## config.mk

```make
export PLATFORM = sky130hd
export DESIGN_NAME = wci_cfg_responder_flat
export DESIGN_NICKNAME = d
export VERILOG_FILES = /design/src/rtl/wci_cfg_responder_if.sv /design/src/rtl/wci_cfg_responder.sv /design/src/flat_wrapper.sv
export SDC_FILE = /design/constraint.sdc
export NUM_CORES = 1
export LEC_CHECK = 0
export CORE_AREA = 3 3 241 243
export DETAILED_ROUTE_END_ITERATION = 7
export DIE_AREA = 0 0 244 246
export PLACE_DENSITY = 0.68
export SYNTH_ARGS = -nofsm -noshare
export SYNTH_HDL_FRONTEND = slang
export SYNTH_SLANG_ARGS = --single-unit
```

## constraint.sdc

```tcl
create_clock -name wciS0_Clk -period 2.95 [get_ports wciS0_Clk]
set_input_delay 0.59 -clock wciS0_Clk [delete_from_list [all_inputs] [get_ports wciS0_Clk]]
set_output_delay 0.59 -clock wciS0_Clk [all_outputs]
set_load 0.01 [all_outputs]
```

## src/rtl/wci_cfg_responder_if.sv

```systemverilog
// WCI::OCP request/response group between a WCI initiator (master) and one worker (slave).
// The interface is wiring only: no latency, and backpressure is the worker's SThreadBusy.
interface wci_cfg_responder_if;
    logic [2:0]  MCmd;
    logic        MAddrSpace;
    logic [3:0]  MByteEn;
    logic [19:0] MAddr;
    logic [31:0] MData;
    logic [1:0]  MFlag;
    logic [2:0]  SResp;
    logic [31:0] SData;
    logic        SThreadBusy;
    logic [1:0]  SFlag;

    modport master (
        output MCmd, MAddrSpace, MByteEn, MAddr, MData, MFlag,
        input  SResp, SData, SThreadBusy, SFlag
    );

    modport slave (
        input  MCmd, MAddrSpace, MByteEn, MAddr, MData, MFlag,
        output SResp, SData, SThreadBusy, SFlag
    );
endinterface

```

## src/rtl/wci_cfg_responder.sv

```systemverilog
// WCI worker responder: control-state machine plus a 16-word config file, one request in flight.
// Response RESP_LATENCY cycles after acceptance; SThreadBusy is held from acceptance through the response cycle.
module wci_cfg_responder #(
    parameter int RESP_LATENCY = 1,
    parameter int NREGS        = 16
) (
    input  logic               wciS0_Clk,
    input  logic               wciS0_MReset,
    wci_cfg_responder_if.slave wciS0
);
    localparam logic [2:0] CMD_WR = 3'd1, CMD_RD = 3'd2;
    localparam logic [2:0] RESP_NULL = 3'd0, RESP_DVA = 3'd1, RESP_FAIL = 3'd2, RESP_ERR = 3'd3;
    localparam logic [3:0] STATUS_IDX = 4'(NREGS - 1);

    typedef enum logic [1:0] {PH_IDLE, PH_WAIT, PH_RESP} phase_e;
    typedef enum logic [1:0] {ST_EXISTS = 2'd0, ST_INIT = 2'd1, ST_OPER = 2'd2, ST_SUSP = 2'd3} wstate_e;

    typedef struct packed {
        logic        is_wr;
        logic        space;
        logic [19:0] addr;
        logic [3:0]  be;
        logic [31:0] data;
    } req_t;

    phase_e                    phase_q, phase_d;
    wstate_e                   wstate_q, wstate_d, nxt;
    logic [2:0]                cnt_q, cnt_d;
    logic                      busy_q, busy_d;
    req_t                      req_q, req_d, live, cur;
    logic [2:0]                sresp_q, sresp_d;
    logic [31:0]               sdata_q, sdata_d;
    logic [NREGS-2:0][31:0]    regs_q, regs_d;
    logic [15:0]               wcnt_q, wcnt_d;
    logic                      attn_q, attn_d;
    logic [1:0]                mflag_q;
    logic                      accept, fire, legal;
    logic [3:0]                word;
    logic [31:0]               status;

    assign live   = '{is_wr: (wciS0.MCmd == CMD_WR), space: wciS0.MAddrSpace, addr: wciS0.MAddr,
                      be: wciS0.MByteEn, data: wciS0.MData};
    assign accept = !busy_q && (wciS0.MCmd == CMD_WR || wciS0.MCmd == CMD_RD);
    // With single-cycle latency the response is launched at the acceptance edge from the live request.
    assign cur    = (RESP_LATENCY == 1) ? live : req_q;
    assign fire   = (RESP_LATENCY == 1) ? accept : (phase_q == PH_WAIT && cnt_q == 3'd1);
    assign status = {wcnt_q, 6'd0, mflag_q, 5'd0, 1'b0, wstate_q};

    always_comb begin
        phase_d  = phase_q;
        cnt_d    = cnt_q;
        req_d    = req_q;
        sresp_d  = RESP_NULL;
        sdata_d  = '0;
        wstate_d = wstate_q;
        regs_d   = regs_q;
        wcnt_d   = wcnt_q;
        attn_d   = attn_q;
        legal    = 1'b0;
        nxt      = wstate_q;
        word     = cur.addr[5:2];

        case (phase_q)
            PH_IDLE: if (accept) begin
                req_d   = live;
                cnt_d   = 3'(RESP_LATENCY - 1);
                phase_d = (RESP_LATENCY == 1) ? PH_RESP : PH_WAIT;
            end
            PH_WAIT: begin
                cnt_d = cnt_q - 3'd1;
                if (cnt_q == 3'd1) phase_d = PH_RESP;
            end
            default: phase_d = PH_IDLE;
        endcase
        busy_d = (phase_d != PH_IDLE);

        if (fire) begin
            sresp_d = RESP_ERR;
            if (!cur.space) begin
                if (!cur.is_wr && cur.addr[4:2] != 3'd7) begin
                    case (cur.addr[4:2])
                        3'd0: begin legal = (wstate_q == ST_EXISTS); nxt = ST_INIT; end
                        3'd1: begin legal = (wstate_q == ST_INIT || wstate_q == ST_SUSP); nxt = ST_OPER; end
                        3'd2: begin legal = (wstate_q == ST_OPER); nxt = ST_SUSP; end
                        3'd3: begin legal = (wstate_q != ST_EXISTS); nxt = ST_EXISTS; end
                        default: legal = (wstate_q != ST_EXISTS);
                    endcase
                    if (legal) begin
                        sresp_d  = RESP_DVA;
                        sdata_d  = 32'hC0DE4201;
                        wstate_d = nxt;
                        if (cur.addr[4:2] == 3'd0) attn_d = 1'b0;
                    end else begin
                        sresp_d = RESP_FAIL;
                        sdata_d = 32'hC0DE4202;
                    end
                end
            end else if (wstate_q != ST_EXISTS && cur.addr[19:6] == 14'd0) begin
                if (!cur.is_wr) begin
                    sresp_d = RESP_DVA;
                    sdata_d = (word == STATUS_IDX) ? status : regs_q[word];
                end else if (word != STATUS_IDX) begin
                    sresp_d = RESP_DVA;
                    wcnt_d  = wcnt_q + 16'd1;
                    for (int b = 0; b < 4; b++) begin
                        if (cur.be[b]) regs_d[word][8*b +: 8] = cur.data[8*b +: 8];
                    end
                end
            end
            if (sresp_d == RESP_FAIL || sresp_d == RESP_ERR) attn_d = 1'b1;
        end
    end

    always_ff @(posedge wciS0_Clk) begin
        if (wciS0_MReset) begin
            phase_q  <= PH_IDLE;
            cnt_q    <= '0;
            busy_q   <= 1'b1;
            req_q    <= '0;
            sresp_q  <= RESP_NULL;
            sdata_q  <= '0;
            wstate_q <= ST_EXISTS;
            regs_q   <= '0;
            wcnt_q   <= '0;
            attn_q   <= 1'b0;
            mflag_q  <= '0;
        end else begin
            phase_q  <= phase_d;
            cnt_q    <= cnt_d;
            busy_q   <= busy_d;
            req_q    <= req_d;
            sresp_q  <= sresp_d;
            sdata_q  <= sdata_d;
            wstate_q <= wstate_d;
            regs_q   <= regs_d;
            wcnt_q   <= wcnt_d;
            attn_q   <= attn_d;
            mflag_q  <= wciS0.MFlag;
        end
    end

    assign wciS0.SResp       = sresp_q;
    assign wciS0.SData       = sdata_q;
    assign wciS0.SThreadBusy = busy_q;
    assign wciS0.SFlag       = {wstate_q == ST_OPER, attn_q};
endmodule
```

## src/flat_wrapper.sv

```systemverilog
// flat-port wrapper written by rule: the top's interface ports become plain ports
module wci_cfg_responder_flat 
#(
    parameter int RESP_LATENCY = 1,
    parameter int NREGS        = 16
)
  (wciS0_Clk, wciS0_MReset, wciS0_MCmd, wciS0_MAddrSpace, wciS0_MByteEn, wciS0_MAddr, wciS0_MData, wciS0_MFlag, wciS0_SResp, wciS0_SData, wciS0_SThreadBusy, wciS0_SFlag);
  wci_cfg_responder_if wciS0_i ();
  input  logic wciS0_Clk;
  input  logic wciS0_MReset;
  input wire logic [$bits(wciS0_i.MCmd)-1:0] wciS0_MCmd;
  input wire logic [$bits(wciS0_i.MAddrSpace)-1:0] wciS0_MAddrSpace;
  input wire logic [$bits(wciS0_i.MByteEn)-1:0] wciS0_MByteEn;
  input wire logic [$bits(wciS0_i.MAddr)-1:0] wciS0_MAddr;
  input wire logic [$bits(wciS0_i.MData)-1:0] wciS0_MData;
  input wire logic [$bits(wciS0_i.MFlag)-1:0] wciS0_MFlag;
  output wire logic [$bits(wciS0_i.SResp)-1:0] wciS0_SResp;
  output wire logic [$bits(wciS0_i.SData)-1:0] wciS0_SData;
  output wire logic [$bits(wciS0_i.SThreadBusy)-1:0] wciS0_SThreadBusy;
  output wire logic [$bits(wciS0_i.SFlag)-1:0] wciS0_SFlag;
  assign wciS0_i.MCmd = wciS0_MCmd;
  assign wciS0_i.MAddrSpace = wciS0_MAddrSpace;
  assign wciS0_i.MByteEn = wciS0_MByteEn;
  assign wciS0_i.MAddr = wciS0_MAddr;
  assign wciS0_i.MData = wciS0_MData;
  assign wciS0_i.MFlag = wciS0_MFlag;
  assign wciS0_SResp = wciS0_i.SResp;
  assign wciS0_SData = wciS0_i.SData;
  assign wciS0_SThreadBusy = wciS0_i.SThreadBusy;
  assign wciS0_SFlag = wciS0_i.SFlag;
  wci_cfg_responder #(.RESP_LATENCY(RESP_LATENCY), .NREGS(NREGS)) u_core (.wciS0_Clk(wciS0_Clk), .wciS0_MReset(wciS0_MReset), .wciS0(wciS0_i));
endmodule
```

==> metrics.md <==
| Metric | Value |
|---|---|
| Clock Sinks | 541 |
| F_max | 407.3 MHz |
| Post-Syn Area | 24130 sq um |
| Hold-fix buffers, CTS | 0 |
| Final #Nets | 3082 |
| WL/cell | 20.81 um |
| Post-synthesis mux area share | 0.1116 |
| Die span in x | 244 um |
| Worst vdd ir | 450.2 uV |
| Hold crit path type | in2reg |
| Finished Layout Cells | 3814 |
| Setup crit end kind | register |
| Status | finished clean |
| FF-to-FF setup slack | 720 ps |
| Distinct cells, synth | 54 |
| Synth Area in XOR/XNOR | 0.001452 |
| DRT iter0 DRCs | 2405 |
| Final worst slack | 494.9 ps |
| Critical Path RT | 3400 ps |
| Slowest stage cell, crit path | clkdlybuf4s50_1 |
| Routability cong. | 0.9297 |
| R2R cell count | 6 |
| Setup crit end | u_core.regs_q[268] |
| Final min period | 2455 ps |
| CTS clk-pin slew, worst paths | 60 ps |
| Sequential share of the synthesized area | 0.4489 |
| Vias in the first global route | 21380 |
| Commonest non-fill, non-tap cell in the layout | nand2_1 |
| Cell Pwr Density | 519.4 nW/um^2 |
| Critical path type | in2reg |
| Worst hold slack | 248.1 ps |
| RSZ-0062 raised after global routing | no |
| Fin. Hold Viols | 0 |
| Max-cap viol count | 0 |
| Via density | 5.896 |
| First drt pass iteration count | 6 |
| Clock root buffer | clkbuf_16 |
| Layout cells sized above 1 | 0.1721 |
| Simple-gate area share of the yosys netlist | 0.2574 |
| Area of the multi-input gates | 12460 sq um |
| Pre-CTS setup slack | -70.53 ps |
| Mean post-synth cell area | 8.558 sq um |
| Max clock buf depth | 3 |
| Clock Latency Late Sink | 620 ps |
| Synthesis-stage register bit count | 541 |
| CTS-repair resized insts | 0 |
| Largest net degree at the start of global routing | 248 |
| # fillers | 4988 |
| Final Core Density | 0.5195 |
| Crit path DAT | 2900 ps |
| Critical Path Max Stage Delay | 600 ps |
| Post-synth EDFFs | 0 |
| Row count | 87 |
| Yosys Warn Count | 0 |
| Largest family of logic cells by synthesized area | simple AND/OR/NAND/NOR gates |
| Post-synthesis adder-cell area fraction | 0.001556 |
| Initial Util | 0.4295 |
| CP Max Fanout | 24 |
| Critical path cell sequence | clkdlybuf4s50_1 > nand4_2 > buf_4 > and3_1 > nand4_1 > buf_4 > nand2_1 > a21oi_1 |
| Post-route ant nets | 0 |
| Syn_nets | 2886 |
| Postcts setup bufs | 0 |
| Synth Flop Type | dfxtp_1 |
| Pleak | 10.31 nW |
| Final WL | 79360 um |
| Critical path origin | wciS0_MAddr[5] |
| PortBufs | 98 |
| I/O pins | 102 |
| First-pass GRT wire length | 122700 um |
| Hpwl dp | 54000 um |
| Clock skew | 26.72 ps |
| Clock buffer count from CTS | 53 |
| Die ar. | 60020 sq um |
| Grt ovf | 0 |
| CTS tree | yes |
| Placed Cells incl. Taps | 3716 |
| Storage element area | 10830 sq um |
| Most frequent cells in the layout | 949 x nand2_1, 541 x dfxtp_1, 478 x a21oi_1 |
| RR Startpoint | u_core.wciS0.SThreadBusy |
| Worst slew margin | 0.2509 |
| Syn Inst Count | 2819 |
| Final setup vio count | 0 |
| Slew Limit Fails | 0 |
| Initial antenna violation count | 6 |
| H-tree depth | 2 |
| Reg-to-reg critical path endpoint | u_core.wciS0.SData[20] |
| Period utilization | 0.8322 |
| Core area | 56170 sq um |
| Die Y | 246 um |
| Synth Area in Compound Gates | 0.1433 |
| Vias | 22486 |
| Worst Tran Pin Value | 1124 ps |
| All-Layer GR Usage | 0.2570 |
| Worst path most repeated cell | buf_4 |
| DRC | 0 |
| Asr flop ratio synth | 0 |
| CP startpoint kind | primary input |
| Layout area overhead | 20.94% |
[metal layers]
layer,global-route usage,up-vias,wire (um)
met5,0,-,40
met4,0.1115,4,3517
met3,0.04985,258,7599
met2,0.4176,1218,36800
met1,0.3340,10789,31400
li1,-,10217,-
[area by class of cell]
cell class | count | area share
Multi-Input combinational cell | 2071 | 0.4269
Clock inverter | 23 | 0.008662
Tap cell | 756 | 0.03242
Timing Repair Buffer | 342 | 0.1069
Antenna cell | 2 | 0.0001715
Clock buffer | 73 | 0.05292
Sequential cell | 541 | 0.3712
Inverter | 6 | 0.0007719
[synthesized netlist by cell type (30+ instances only)]
| master | count | area share |
|---|---|---|
| nand2_1 | 949 | 0.15 |
| mux2_2 | 43 | 0.020 |
| buf_2 | 42 | 0.0087 |
| a21oi_1 | 478 | 0.099 |
| nor4_4 | 56 | 0.049 |
| o21ai_0 | 30 | 0.0062 |
| nor2_1 | 77 | 0.012 |
| dfxtp_1 | 541 | 0.45 |
| mux2i_1 | 54 | 0.022 |
| mux4_2 | 74 | 0.069 |
| a22oi_1 | 32 | 0.010 |
| nand4_1 | 70 | 0.018 |
| clkbuf_1 | 136 | 0.021 |
[critical path, delay by kind of cell]
family,cells,cell delay (ps)
AND/OR/NAND/NOR,4,1100
AO/OA/AOI/OAI,1,60
buffers and inverters,3,1130
[kinds of logic after synthesis]
| group | after synthesis |
|---|---|
| other cells | 1 |
| flops | 541 |
| mux | 171 |
| fa+ha+maj | 3 |
| simple gates | 1265 |
| xor+xnor | 4 |
| compound gates | 627 |
| buf+inv | 207 |
[sequential cells by signal, summed over array words and instances (netlist names)]
| signal | count |
|---|---|
| u_core.attn_q | 1 |
| u_core.mflag_q | 2 |
| u_core.wciS0.SThreadBusy | 1 |
| u_core.wciS0.SData | 32 |
| u_core.phase_q | 2 |
| u_core.wciS0.SResp | 2 |
| u_core.wcnt_q | 16 |
| u_core.cnt_q | 3 |
| u_core.wstate_q | 2 |
| u_core.regs_q | 480 |
[worst min path at each step]
stage                             startpoint                       end  depth (start not counted)
after detailed placement   u_core.regs_q[81]         u_core.regs_q[81]                          2
after floorplan           u_core.regs_q[137]        u_core.regs_q[137]                          2
after global placement    u_core.regs_q[158]        u_core.regs_q[158]                          2
after CTS                       wciS0_MReset  u_core.wciS0.SThreadBusy                          3
final                           wciS0_MReset  u_core.wciS0.SThreadBusy                          3
after global routing            wciS0_MReset  u_core.wciS0.SThreadBusy                          3
[report_power, final]
group / total, mW / internal [mW] / switching (mW)
Combinational: 0.868 / 0.279 / 0.589
Sequential: 7.31 / 7.31 / 0.00334
Clock: 6.97 / 4.09 / 2.88
Total: 15.2 / 11.7 / 3.48
[through the flow]
step	power [mW]	setup TNS, ps	cell area [sq um]
after floorplan	7.924	0	24130
after global placement	8.307	-168.7	27380
after detailed placement	8.318	-132.2	27380
after CTS	15.21	0	29170
after global routing	15.55	0	29170
final	15.16	0	29180
Note: power is estimated with default switching activity, not from simulation.
